[config.mk]
export PLATFORM = sky130hd
export DESIGN_NAME = reset_sequencer
export DESIGN_NICKNAME = d
export VERILOG_FILES = /design/src/rtl/reset_seq_pkg.sv /design/src/rtl/reset_sync_chain.sv /design/src/rtl/reset_sequencer.sv
export SDC_FILE = /design/constraint.sdc
export NUM_CORES = 1
export LEC_CHECK = 0
export CAP_MARGIN = 20
export CORE_MARGIN = 3
export CORE_UTILIZATION = 40
export DETAILED_ROUTE_END_ITERATION = 16
export PLACE_DENSITY = 0.61
export SETUP_SLACK_MARGIN = 0.3
export SYNTH_ARGS = -nofsm -noshare
export SYNTH_HDL_FRONTEND = slang
export SYNTH_HIERARCHICAL = 1
export SYNTH_SLANG_ARGS = --single-unit
[constraint.sdc]
create_clock -name clk -period 2.45 [get_ports clk]
set_clock_uncertainty 0.1 [all_clocks]
set_input_delay 0.3675 -clock clk [delete_from_list [all_inputs] [get_ports clk]]
set_output_delay 0.3675 -clock clk [all_outputs]
set_load 0.05 [all_outputs]
[src/rtl/reset_seq_pkg.sv]
// Shared types and helpers for the staged reset sequencer.
package reset_seq_pkg;

  // Sequencer FSM states: stretch reset, release stages one by one, idle when finished.
  typedef enum logic [1:0] {
    HOLD = 2'd0,
    STEP = 2'd1,
    DONE = 2'd2
  } rst_seq_state_t;

  // Largest of three values, used to size the shared cycle counter.
  function automatic int max3(input int a, input int b, input int c);
    int m;
    m = a;
    if (b > m) m = b;
    if (c > m) m = c;
    return m;
  endfunction

endpackage

[src/rtl/reset_sync_chain.sv]
// Reset synchroniser: asserts asynchronously, releases after STAGES rising clk edges.
module reset_sync_chain #(
  parameter int STAGES = 4
) (
  input  logic clk,
  input  logic rst_in,
  output logic rst_sync
);

  (* ASYNC_REG = "TRUE" *) logic [STAGES-1:0] sync_q;
  logic [STAGES-1:0] sync_d;

  // Shift a zero in from the bottom; the top flop is the synchronised reset.
  always_comb begin
    sync_d = {sync_q[STAGES-2:0], 1'b0};
  end

  // Chain flops: forced to all ones by rst_in, otherwise shift.
  always_ff @(posedge clk or posedge rst_in) begin
    if (rst_in) begin
      sync_q <= {STAGES{1'b1}};
    end else begin
      sync_q <= sync_d;
    end
  end

  assign rst_sync = sync_q[STAGES-1];

endmodule

[src/rtl/reset_sequencer.sv]
// Staged reset sequencer: synchronises rst_in release, stretches it, then releases
// rst_out[0..NUM_OUT-1] in order with spacing, ready handshake and timeout.
module reset_sequencer
  import reset_seq_pkg::*;
#(
  parameter int NUM_OUT     = 3,
  parameter int SYNC_STAGES = 4,
  parameter int HOLD_CYCLES = 16,
  parameter int STEP_CYCLES = 8,
  parameter int USE_READY   = 1,
  parameter int TIMEOUT     = 1024
) (
  input  logic               clk,
  input  logic               rst_in,
  input  logic               sw_rst_req,
  input  logic [NUM_OUT-1:0] stage_ready,
  output logic [NUM_OUT-1:0] rst_out,
  output logic               seq_done,
  output logic               timeout_err
);

  localparam int CNT_W     = $clog2(max3(HOLD_CYCLES, STEP_CYCLES, TIMEOUT) + 1);
  localparam int STAGE_W   = (NUM_OUT > 1) ? $clog2(NUM_OUT) : 1;
  localparam int TO_LAST_I = (TIMEOUT > 0) ? (TIMEOUT - 1) : 0;

  localparam logic [CNT_W-1:0]   HOLD_LAST  = CNT_W'(HOLD_CYCLES - 1);
  localparam logic [CNT_W-1:0]   STEP_LAST  = CNT_W'(STEP_CYCLES - 1);
  localparam logic [CNT_W-1:0]   TO_LAST    = CNT_W'(TO_LAST_I);
  localparam logic [CNT_W-1:0]   CNT_SAT    = {CNT_W{1'b1}};
  localparam logic [STAGE_W-1:0] LAST_STAGE = STAGE_W'(NUM_OUT - 1);

  logic                rst_sync;
  rst_seq_state_t      state_q, state_d;
  logic [CNT_W-1:0]    cnt_q, cnt_d, cnt_inc;
  logic [STAGE_W-1:0]  stage_q, stage_d, stage_nxt;
  logic [NUM_OUT-1:0]  rst_out_q, rst_out_d;
  logic                seq_done_q, seq_done_d;
  logic                timeout_err_q, timeout_err_d;
  logic                step_ok, to_hit;

  reset_sync_chain #(.STAGES(SYNC_STAGES)) u_sync (
    .clk      (clk),
    .rst_in   (rst_in),
    .rst_sync (rst_sync)
  );

  // Next-state logic: soft restart first, then HOLD stretch / STEP release / DONE idle.
  always_comb begin
    state_d       = state_q;
    cnt_d         = cnt_q;
    stage_d       = stage_q;
    rst_out_d     = rst_out_q;
    seq_done_d    = seq_done_q;
    timeout_err_d = timeout_err_q;
    // Saturate so a long wait with no timeout cannot wrap below the spacing threshold.
    cnt_inc   = (cnt_q == CNT_SAT) ? cnt_q : (cnt_q + {{(CNT_W-1){1'b0}}, 1'b1});
    stage_nxt = stage_q + {{(STAGE_W-1){1'b0}}, 1'b1};
    step_ok   = (cnt_q >= STEP_LAST) && ((USE_READY == 0) || stage_ready[stage_q]);
    to_hit    = (TIMEOUT != 0) && (cnt_q == TO_LAST);
    if (sw_rst_req) begin
      // Sync chain is untouched, so HOLD starts counting on the very next edge.
      state_d    = HOLD;
      cnt_d      = {CNT_W{1'b0}};
      stage_d    = {STAGE_W{1'b0}};
      rst_out_d  = {NUM_OUT{1'b1}};
      seq_done_d = 1'b0;
    end else begin
      case (state_q)
        HOLD: begin
          if (rst_sync) begin
            cnt_d = {CNT_W{1'b0}};
          end else if (cnt_q == HOLD_LAST) begin
            rst_out_d[0] = 1'b0;
            cnt_d        = {CNT_W{1'b0}};
            stage_d      = {STAGE_W{1'b0}};
            state_d      = STEP;
          end else begin
            cnt_d = cnt_inc;
          end
        end
        STEP: begin
          cnt_d = cnt_inc;
          if (step_ok || to_hit) begin
            // A ready stage wins over a coincident timeout.
            if (!step_ok) begin
              timeout_err_d = 1'b1;
            end else begin
              timeout_err_d = timeout_err_q;
            end
            if (stage_q < LAST_STAGE) begin
              rst_out_d[stage_nxt] = 1'b0;
              stage_d              = stage_nxt;
              cnt_d                = {CNT_W{1'b0}};
            end else begin
              seq_done_d = 1'b1;
              state_d    = DONE;
            end
          end else begin
            stage_d = stage_q;
          end
        end
        DONE: begin
          seq_done_d = 1'b1;
          rst_out_d  = {NUM_OUT{1'b0}};
        end
        default: begin
          state_d    = HOLD;
          cnt_d      = {CNT_W{1'b0}};
          stage_d    = {STAGE_W{1'b0}};
          rst_out_d  = {NUM_OUT{1'b1}};
          seq_done_d = 1'b0;
        end
      endcase
    end
  end

  // State and output registers, all forced to their reset values by rst_in.
  always_ff @(posedge clk or posedge rst_in) begin
    if (rst_in) begin
      state_q       <= HOLD;
      cnt_q         <= {CNT_W{1'b0}};
      stage_q       <= {STAGE_W{1'b0}};
      rst_out_q     <= {NUM_OUT{1'b1}};
      seq_done_q    <= 1'b0;
      timeout_err_q <= 1'b0;
    end else begin
      state_q       <= state_d;
      cnt_q         <= cnt_d;
      stage_q       <= stage_d;
      rst_out_q     <= rst_out_d;
      seq_done_q    <= seq_done_d;
      timeout_err_q <= timeout_err_d;
    end
  end

  assign rst_out     = rst_out_q;
  assign seq_done    = seq_done_q;
  assign timeout_err = timeout_err_q;

endmodule

==> results of run 1 <==
cells in the mapped netlist, types with 2 or more instances:
library cell | instances | share of area [%]
nand3_1 | 6 | 2.1
o21ai_0 | 6 | 2.1
nor2_1 | 10 | 2.6
o21ai_1 | 4 | 1.4
and3_1 | 2 | 0.86
nand2b_1 | 5 | 2.2
nor3_1 | 3 | 1.0
a21oi_1 | 14 | 4.8
dfrtp_1 | 17 | 29
o21a_1 | 2 | 1.0
nor2b_1 | 4 | 1.7
and4_1 | 3 | 1.8
ha_1 | 8 | 6.9
dfstp_2 | 7 | 13
nand2_1 | 10 | 2.6
nand4_1 | 3 | 1.3
clkbuf_1 | 3 | 0.78
buf_6 | 2 | 1.6
inv_1 | 13 | 3.4
a31oi_1 | 13 | 5.6
mux2i_1 | 3 | 2.1
cells by family after synthesis:
family / synth area share [%]
adders and majority gates: 6.90
DFF: 42.0
other: 0.259
buffers and inverters: 6.38
muxes: 2.85
and+or+nand+nor: 19.8
AOI/OAI and AO/OA: 21.2
xor gates and xnor gates: 0.604
placed cells by master (no fill, tap or decap), types with 2 or more instances in the layout:
| master | instances |
|---|---|
| dfrtp_1 | 15 |
| inv_1 | 13 |
| a21oi_1 | 13 |
| a31oi_1 | 13 |
| buf_4 | 11 |
| nand2_1 | 10 |
| nor2_1 | 10 |
| o21ai_1 | 7 |
| ha_1 | 7 |
| clkdlybuf4s50_1 | 7 |
| dfstp_2 | 7 |
| nand3_1 | 6 |
| nand2b_1 | 5 |
| nor2b_1 | 4 |
| mux2i_1 | 3 |
| nand4_1 | 3 |
| and4_1 | 3 |
| o21ai_0 | 3 |
| clkbuf_4 | 3 |
| nor3_2 | 2 |
| o21a_1 | 2 |
| and3_1 | 2 |
| o32ai_4 | 2 |
| buf_6 | 2 |
| dfrtp_2 | 2 |
| dlymetal6s2s_1 | 2 |
critical path, stage by stage, from the launching register on:
cell and delay, ps:
dfrtp_1 440, ha_4 190, nand4_1 140, nor3_2 90, or4b_4 510, o32ai_4 210, buf_6 170, a21oi_1 60
a31oi_1 210
stage by stage:
| stage | power, mW | cells | util [%] | hold slack, ps |
|---|---|---|---|---|
| finish | 1.31 | 222 | 52.2 | 269 |
| global route | 1.39 | 222 | 52.2 | 275 |
| CTS | 1.27 | 219 | 49.9 | 271 |
| detailed placement | 1.02 | 209 | 46.9 | 248 |
| global placement | 1.01 | 209 | 46.9 | 248 |
| floorplan | 0.871 | 155 | - | 223 |
sequential cells by signal, indices dropped and copies added, names as in the netlist:
signal,count
cnt_q,11
rst_out,3
seq_done,1
stage_q,2
state_q,2
timeout_err,1
u_sync/sync_q,4
layout make-up:
type	count	share of cell area (%)
inverters	13	2.74
well taps	46	3.23
clock buffers	4	2.04
repair buffers	23	11.7
multi-input cells	112	46.0
flip-flops and latches	24	34.3
routing by layer:
layer | vias up | track usage, % | part of all wire (%)
met1 | 598 | 22.4 | 45
met3 | 11 | 2.89 | 6.1
li1 | 602 | - | -
met4 | 0 | 4.57 | 2.0
met2 | 43 | 27.0 | 47
met5 | - | 0 | 0
power by group through the flow:
stage	clock network, mW	logic (mW)	registers, mW
after floorplan	0	0.248	0.623
after global placement	0	0.494	0.511
after detailed placement	0	0.501	0.516
after CTS	0.221	0.547	0.506
after global routing	0.235	0.634	0.517
final	0.218	0.588	0.508
worst paths after layout:
| kind | start | endpoint | slack [ps] | cells after the start |
|---|---|---|---|---|
| max | cnt_q[1] | cnt_q[5] | 240 | 8 |
| max in group asynchronous | rst_in | cnt_q[5] | 1290 | 2 |
| min reg2reg | u_sync/sync_q[0] | u_sync/sync_q[1] | 270 | 0 |
| max reg2reg | cnt_q[1] | cnt_q[5] | 240 | 8 |
| min in group asynchronous | rst_in | u_sync/sync_q[2] | 310 | 2 |
| min | u_sync/sync_q[0] | u_sync/sync_q[1] | 270 | 0 |
repair_timing:
action / CTS / global route
endpoints found under the setup margin: 13 / 18
endpoints found under the hold margin: 0 / 0
gates cloned: 2 / 0
setup buffers: 4 / 3
gates resized for setup: 7 / 13
pin swaps: 1 / 4
==> summary.txt, run 1 <==
Status
  – Outcome: completed

Synth
  – Yosys cell types: 38
  – Number of synthesis warnings: 6
  – Syn Inst Count: 155
  – Synth Flop Type: dfrtp_1
  – Syn_area_per_cell: 9.36 sq um
  – Syn nets: 169
  – Seq/Total Area, Yosys: 42.0%
  – EDFF count, synth: 0
  – Mapped cell area: 1450 sq um
  – Register bit total from synthesis: 24
  – Asr flop ratio synth: 100%

Drt
  – Router iterations before antenna repair: 4
  – Residual DRC: 0
  – Vias: 1254
  – Post-route antenna net violation count: 0
  – Average wire per standard cell: 15.4 um
  – Iter 0 DRT Violations: 85
  – WL final: 3410 um
  – Vias per inst: 5.65

Die
  – Die width: 66.2 um
  – Die Ht: 66.2 um
  – Top Ports: 11
  – Initial Util: 42.5%
  – Core Region: 3420 sq um
  – DIE AREA: 4380 sq um
  – Row cnt: 21

Hold path
  – Hold crit path type: flop to flop

Clock network
  – CTS tree: built
  – CTS buffer count: 3
  – Clock transition at path regs: 140 ps
  – Root buffer cell: clkbuf_4
  – H-tree depth: 1
  – Max Buffers Root-to-Sink: 2
  – Clock Sinks: 24
  – Hold buffer count at CTS: 0
  – Clock Latency Late Sink: 320 ps

STA
  – Slew Limit Headroom: 45.9%
  – Setup Viol. Count Final: 0
  – Period minus WS final: 2210 ps
  – Final Cycle Share: 90.1%
  – Slew Limit Fails: 0
  – Setup_tns: 0 ps
  – RSZ-0062 raised after global routing: true
  – Final Hold Viols: 0
  – Fmax: 453 MHz
  – Worst-Margin Slew: 811 ps
  – Final setup margin: 241 ps

Final layout
  – Final instance area: 1780 sq um
  – Diode count: 0
  – Sequential Area: 612 sq um
  – Nets: 191
  – Synth-to-layout area growth: 23.0%
  – Fraction of final layout cells sized beyond drive strength 1: 22.2%
  – FILL cells: 313
  – Area of the multi-input gates: 820 sq um

Placement
  – DP HPWL: 2350 um
  – GP Congestion: 0.988
  – PortBufs: 10
  – Pre-CTS setup slack: 109 ps
  – Placed inst area: 1600 sq um

Power and ir drop
  – Pleak: 0.742 nW
  – Comb power frac: 44.7%
  – Pwr dens: 737 nW/um^2
  – Seq pwr share: 38.7%
  – Clock network power share: 16.6%
  – Max VDD drop: 0.321 mV
  – Net switching power: 505 uW
  – Switching part of the total power: 38.4%
  – Int Pwr: 809 uW

Global routing
  – First-pass GRT wire length: 5550 um
  – Initial antenna violation count: 0
  – Grt total ovfl: 0
  – Largest net degree at the start of global routing: 21
  – Global Route Usage Sum: 16.6%
  – Vias in the first global route: 1178

Critical path
  – CP startpoint kind: flop
  – Critical Path End Type: flop
  – Data arrival time of the critical path: 2340 ps
  – Critical path fanouts, max: 5
  – CP required: 2580 ps
  – WS Path Type: flop to flop

Flow run
  – Max-cap check violation count: 0
Note: power is estimated with default switching activity, not from simulation.
==> run 2: changes to the inputs <==
--- a/config.mk
+++ b/config.mk
@@ -7,9 +7,10 @@
 export LEC_CHECK = 0
 export CAP_MARGIN = 20
 export CORE_MARGIN = 3
-export CORE_UTILIZATION = 40
+export CORE_UTILIZATION = 57
+export CTS_CLUSTER_SIZE = 30
 export DETAILED_ROUTE_END_ITERATION = 16
-export PLACE_DENSITY = 0.61
+export PLACE_DENSITY = 0.81
 export SETUP_SLACK_MARGIN = 0.3
 export SYNTH_ARGS = -nofsm -noshare
 export SYNTH_HDL_FRONTEND = slang
==> summary.txt, run 2 (same netlist as run 1, synthesis figures left out) <==
Status
  – Outcome: completed

Clock network
  – Clock Latency Late Sink: 320 ps (about the same)
  – CTS buffer count: 3 (unchanged)
  – Root buffer cell: clkbuf_4
  – Max Buffers Root-to-Sink: 2 (unchanged)
  – Clock Sinks: 24 (unchanged)
  – H-tree depth: 1 (unchanged)
  – Clock transition at path regs: 140 ps (about the same)
  – Hold buffer count at CTS: 0 (unchanged)
  – CTS tree: built

Power and ir drop
  – Pwr dens: 737 nW/um^2 (about the same)
  – Pleak: 0.837 nW (+13%)
  – Max VDD drop: 0.689 mV (+110%)

STA
  – Final Cycle Share: 95.6% (+5.5 points)
  – Slew Limit Fails: 0 (unchanged)
  – Setup_tns: 0 ps (unchanged)
  – Fmax: 427 MHz (-5.7%)
  – Final Hold Viols: 0 (unchanged)
  – Setup Viol. Count Final: 0 (unchanged)
  – Final setup margin: 107 ps (-134 ps)
  – Worst-Margin Slew: 762 ps (-48.5 ps)
  – RSZ-0062 raised after global routing: true
  – Period minus WS final: 2340 ps (+134 ps)
  – Slew Limit Headroom: 49.1% (+3.2 points)

Critical path
  – WS Path Type: flop to flop
  – Critical path fanouts, max: 8 (+3)
  – RR Startpoint: cnt_q[0]
  – Reg2reg path depth: 10 (+2)
  – Crit path launch: cnt_q[0]
  – Critical Path End Type: flop
  – Worst reg2reg path endpoint: cnt_q[10]
  – Data arrival time of the critical path: 2460 ps (+120 ps)
  – CP startpoint kind: flop
  – Worst reg-to-reg setup slack: 110 ps (-130 ps)
  – CP required: 2560 ps (-20 ps)

Placement
  – GP Congestion: 0.915 (-7.4%)
  – DP HPWL: 2270 um (-3.6%)
  – PortBufs: 10 (unchanged)
  – Pre-CTS setup slack: 67.5 ps (-42.0 ps)
  – Placed inst area: 1560 sq um (-2.3%)

Final layout
  – Reg with most FFs: cnt_q
  – Fraction of final layout cells sized beyond drive strength 1: 36.2% (+14 points)
  – Diode count: 0 (unchanged)
  – Most frequent cells in the layout: 15 x dfrtp_1, 15 x buf_4, 13 x inv_1
  – Final instance area: 1970 sq um (+11%)
  – Synth-to-layout area growth: 36.2%
  – Max reg flops: 11 (unchanged)
  – Nets: 200 (+4.7%)

Drt
  – Iter 0 DRT Violations: 130 (+53%)
  – Average wire per standard cell: 21.8 um (+42%)
  – Post-route antenna net violation count: 0 (unchanged)
  – Vias per inst: 6.91 (+22%)
  – Router iterations before antenna repair: 4 (unchanged)
  – Residual DRC: 0 (unchanged)
  – WL final: 4650 um (+36%)
  – Vias: 1472 (+17%)

Hold path
  – Hold crit path type: flop to flop
  – Hold depth: 0 (unchanged)
  – Hold path startpoint: u_sync/sync_q[1]
  – Worst Hold End: u_sync/sync_q[2]

Global routing
  – Vias in the first global route: 1397 (+19%)
  – First-pass GRT wire length: 6650 um (+20%)
  – Initial antenna violation count: 0 (unchanged)
  – Grt total ovfl: 0 (unchanged)
  – Largest net degree at the start of global routing: 21 (unchanged)
  – Global Route Usage Sum: 26.8% (+10 points)

Die
  – Initial Util: 62.5% (+20 points)
  – DIE AREA: 3190 sq um (-27%)
  – Row cnt: 17 (-19%)
  – Die Ht: 56.4 um (-15%)
  – Top Ports: 11 (unchanged)
  – Die width: 56.4 um (-15%)
  – Core Region: 2320 sq um (-32%)

Flow run
  – Max-cap check violation count: 0 (unchanged)
-- run 2: layer usage --
| metal | global-route usage (%) | part of all wire, % | wire length, um | vias up |
|---|---|---|---|---|
| met5 | 0 | 0 | 0 | - |
| met4 | 10.8 | 4.6 | 216 | 0 |
| met3 | 3.68 | 8.5 | 395 | 29 |
| met2 | 46.2 | 47 | 2180 | 104 |
| met1 | 33.3 | 40 | 1860 | 726 |
| li1 | - | - | - | 613 |
-- run 2: worst max-delay path, cell delays in order (launching register included) --
cell	delay (ps)
dfrtp_1	420
ha_4	170
buf_4	120
and3_1	230
nand3_1	130
a32oi_2	350
o32ai_4	160
buf_6	150
buf_16	130
o21ai_0	170
o21ai_1	100
-- run 2: stage by stage --
step	util, %	hold WS, ps	cells	total power, mW
3_3_place_gp	67.5	249	189	0.981
3_5_place_dp	67.5	249	189	1.01
4_1_cts	77.4	269	206	1.36
6_report	85.2	267	213	1.46
2_1_floorplan	-	223	155	0.871
5_1_grt	85.2	278	213	1.53
-- run 2: where the power goes --
part	switching (mW)	total, mW	leakage, nW	internal (mW)
combinational	0.402	0.728	0.511	0.327
sequential	0.0414	0.512	0.304	0.471
clock	0.125	0.215	0.0210	0.0909
-- run 2: worst max-delay path by stage --
stage,endpoint
6_report,cnt_q[10]
5_1_grt,cnt_q[5]
4_1_cts,cnt_q[9]
3_5_place_dp,cnt_q[1]
3_3_place_gp,cnt_q[5]
2_1_floorplan,cnt_q[6]
-- run 2: final cells by class --
cell class                      instances  area, sq um
Inverter                               13         48.8
Clock buffer                            4         36.3
Fill cell                             107          344
Sequential cell                        24          612
Tap cell                               28         35.0
Multi-Input combinational cell        111          895
Timing Repair Buffer                   33          348
-- run 2: what timing repair did --
action,CTS,global route
endpoints found under the setup margin,16,21
pin swaps,10,17
cloned,2,0
setup buffers,11,7
gates resized for setup,15,30
==> run 3: changes to the inputs <==
--- a/config.mk
+++ b/config.mk
@@ -7,11 +7,11 @@
 export LEC_CHECK = 0
 export CAP_MARGIN = 20
 export CORE_MARGIN = 3
-export CORE_UTILIZATION = 57
+export CORE_UTILIZATION = 52
 export CTS_CLUSTER_SIZE = 30
 export DETAILED_ROUTE_END_ITERATION = 16
-export PLACE_DENSITY = 0.81
-export SETUP_SLACK_MARGIN = 0.3
+export PLACE_DENSITY = 0.78
+export SETUP_SLACK_MARGIN = 0.2
 export SYNTH_ARGS = -nofsm -noshare
 export SYNTH_HDL_FRONTEND = slang
 export SYNTH_HIERARCHICAL = 1
==> constraint.sdc (replaced) <==
create_clock -name clk -period 2.1 [get_ports clk]
set_clock_uncertainty 0.1 [all_clocks]
set_input_delay 0.315 -clock clk [delete_from_list [all_inputs] [get_ports clk]]
set_output_delay 0.315 -clock clk [all_outputs]
set_load 0.05 [all_outputs]
==> summary.txt, run 3 (same netlist as run 1, synthesis figures left out) <==
Drt
  – Residual DRC: 0 (unchanged)
  – Average wire per standard cell: 17.4 um (-20%)
  – Router iterations before antenna repair: 4 (unchanged)
  – WL final: 3780 um (-19%)
  – Vias per inst: 6.38 (-7.7%)
  – Post-route antenna net violation count: 0 (unchanged)
  – Iter 0 DRT Violations: 102 (-22%)
  – Vias: 1384 (-6.0%)

STA
  – Final setup margin: -128 ps (-236 ps)
  – Slew Limit Headroom: 66.3% (+17 points)
  – Final Cycle Share: 106% (+10 points)
  – Final Hold Viols: 0 (unchanged)
  – Worst-Margin Slew: 504 ps (-258 ps)
  – RSZ-0062 raised after global routing: true
  – Period minus WS final: 2230 ps (-114 ps)
  – Fmax: 449 MHz (+5.1%)
  – Setup Viol. Count Final: 11 (+11)
  – Slew Limit Fails: 0 (unchanged)

Critical path
  – Worst Setup EP: cnt_q[6]
  – CP required: 2260 ps (-300 ps)
  – RR Startpoint: cnt_q[0]
  – Critical Path End Type: flop
  – Critical path fanouts, max: 6 (-2)
  – Data arrival time of the critical path: 2390 ps (-70 ps)
  – WS Path Type: flop to flop
  – Worst reg2reg path endpoint: cnt_q[6]
  – CP startpoint kind: flop
  – Crit path launch: cnt_q[0]
  – Worst reg-to-reg setup slack: -130 ps (-240 ps)
  – Reg2reg path depth: 8 (-2)

Final layout
  – Most frequent cells in the layout: 23 x buf_4, 17 x dfrtp_1, 12 x inv_1, 12 x a31oi_1
  – Nets: 202 (+1.0%)
  – Max reg flops: 11 (unchanged)
  – Final instance area: 1850 sq um (-6.1%)
  – Final core occ: 72.2% (-13 points)
  – Area of the multi-input gates: 817 sq um (-8.7%)
  – Commonest non-fill, non-tap cell in the layout: buf_4
  – Sequential Area: 609 sq um (-0.41%)
  – FILL cells: 191 (+79%)
  – Synth-to-layout area growth: 27.9%
  – Reg with most FFs: cnt_q
  – Fraction of final layout cells sized beyond drive strength 1: 28.9% (-7.3 points)
  – Diode count: 0 (unchanged)

Clock network
  – Root buffer cell: clkbuf_4
  – H-tree depth: 1 (unchanged)
  – Clock transition at path regs: 140 ps (about the same)
  – CTS buffer count: 3 (unchanged)
  – Clock Sinks: 24 (unchanged)
  – Max Buffers Root-to-Sink: 2 (unchanged)
  – Clock Latency Late Sink: 330 ps (about the same)
  – CTS tree: built

Power and ir drop
  – Pwr dens: 865 nW/um^2 (+17%)
  – Max VDD drop: 0.790 mV (+15%)
  – Pleak: 0.816 nW (-2.5%)
  – Tot Pwr: 1.60 mW (+10%)

Global routing
  – Largest net degree at the start of global routing: 15 (-29%)
  – First-pass GRT wire length: 5940 um (-11%)
  – Global Route Usage Sum: 22.8% (-4.0 points)
  – Grt total ovfl: 0 (unchanged)
  – Initial antenna violation count: 0 (unchanged)
  – Vias in the first global route: 1303 (-6.7%)

Die
  – Top Ports: 11 (unchanged)
  – Die width: 58.8 um (+4.2%)
  – Die Ht: 58.8 um (+4.2%)
  – Core Region: 2570 sq um (+11%)
  – DIE AREA: 3460 sq um (+8.6%)
  – Initial Util: 56.5% (-6.1 points)
  – Row cnt: 18 (+1)

Placement
  – Placed inst area: 1680 sq um (+7.6%)
  – PortBufs: 10 (unchanged)
  – DP HPWL: 2380 um (+4.9%)
  – GP Congestion: 0.960 (+5.0%)

Hold path
  – Hold crit path type: primary input to async pin

Status
  – Outcome: complete, but fails checks
  – Failing checks: negative setup slack

Flow run
  – Max-cap check violation count: 0 (unchanged)
run 3: cell count changes in the layout (fill, tap and decap cells not counted), moves of 3 or more:
cell | before | now
a21oi_1 | 6 | 10
buf_6 | 5 | 2
dlygate4sd2_1 | 1 | 5
a21oi_2 | 8 | 3
buf_4 | 15 | 23
run 3: worst min-delay path by stage:
stage	startpoint	endpoint	depth (start not counted)
final	rst_in	timeout_err	2
after global routing	rst_in	state_q[0]	2
after CTS	rst_in	seq_done	2
after detailed placement	u_sync/sync_q[2]	u_sync/sync_q[3]	0
after global placement	u_sync/sync_q[2]	u_sync/sync_q[3]	0
after floorplan	rst_in	u_sync/sync_q[0]	1
run 3: cell type report:
cell class	instances	area share, %
clock buffer	3	1.21
timing repair buffer	35	15.6
inverter	13	2.63
sequential	24	32.9
multi-input combinational	111	44.1
tap	30	2.02
clock inverter	1	1.62
run 3: power by group:
part	internal [mW]	switching (mW)	total (mW)	leakage, nW
combinational	0.261	0.404	0.666	0.480
sequential	0.549	0.0442	0.593	0.308
clock	0.193	0.151	0.345	0.0279
run 3: routing by layer:
layer  up-vias  global-route usage [%]  part of all wire, %
li1        621                       -                    -
met1       650                    29.2                   41
met2        85                    38.0                   45
met3        28                    2.19                  8.5
met4         0                    11.7                  4.6
met5         -                       0                    0
run 3: repair_timing:
| item | in CTS | in global routing |
|---|---|---|
| buffers inserted | 7 | 2 |
| resized for setup | 16 | 5 |
| pin swaps | 9 | 4 |
| hold buffers | 0 | 0 |
| setup endpoints to repair | 24 | 19 |
run 3: stage by stage:
stage | hold slack [ps] | setup slack [ps] | std cells | TNS, ps
after CTS | 182 | -39.8 | 215 | -144
final | 172 | -128 | 217 | -856
after floorplan | 170 | 136 | 155 | 0
after detailed placement | 251 | -89.2 | 204 | -370
after global routing | 194 | -198 | 217 | -2110
after global placement | 249 | 1.59 | 204 | 0
run 3: worst max-delay path: stages, from the launching register on:
cell,delay [ps]
dfrtp_1,450
ha_4,190
nand4_1,130
nor3_2,70
or4b_4,520
o32ai_4,230
buf_6,190
a31oi_1,100
a31oi_1,170
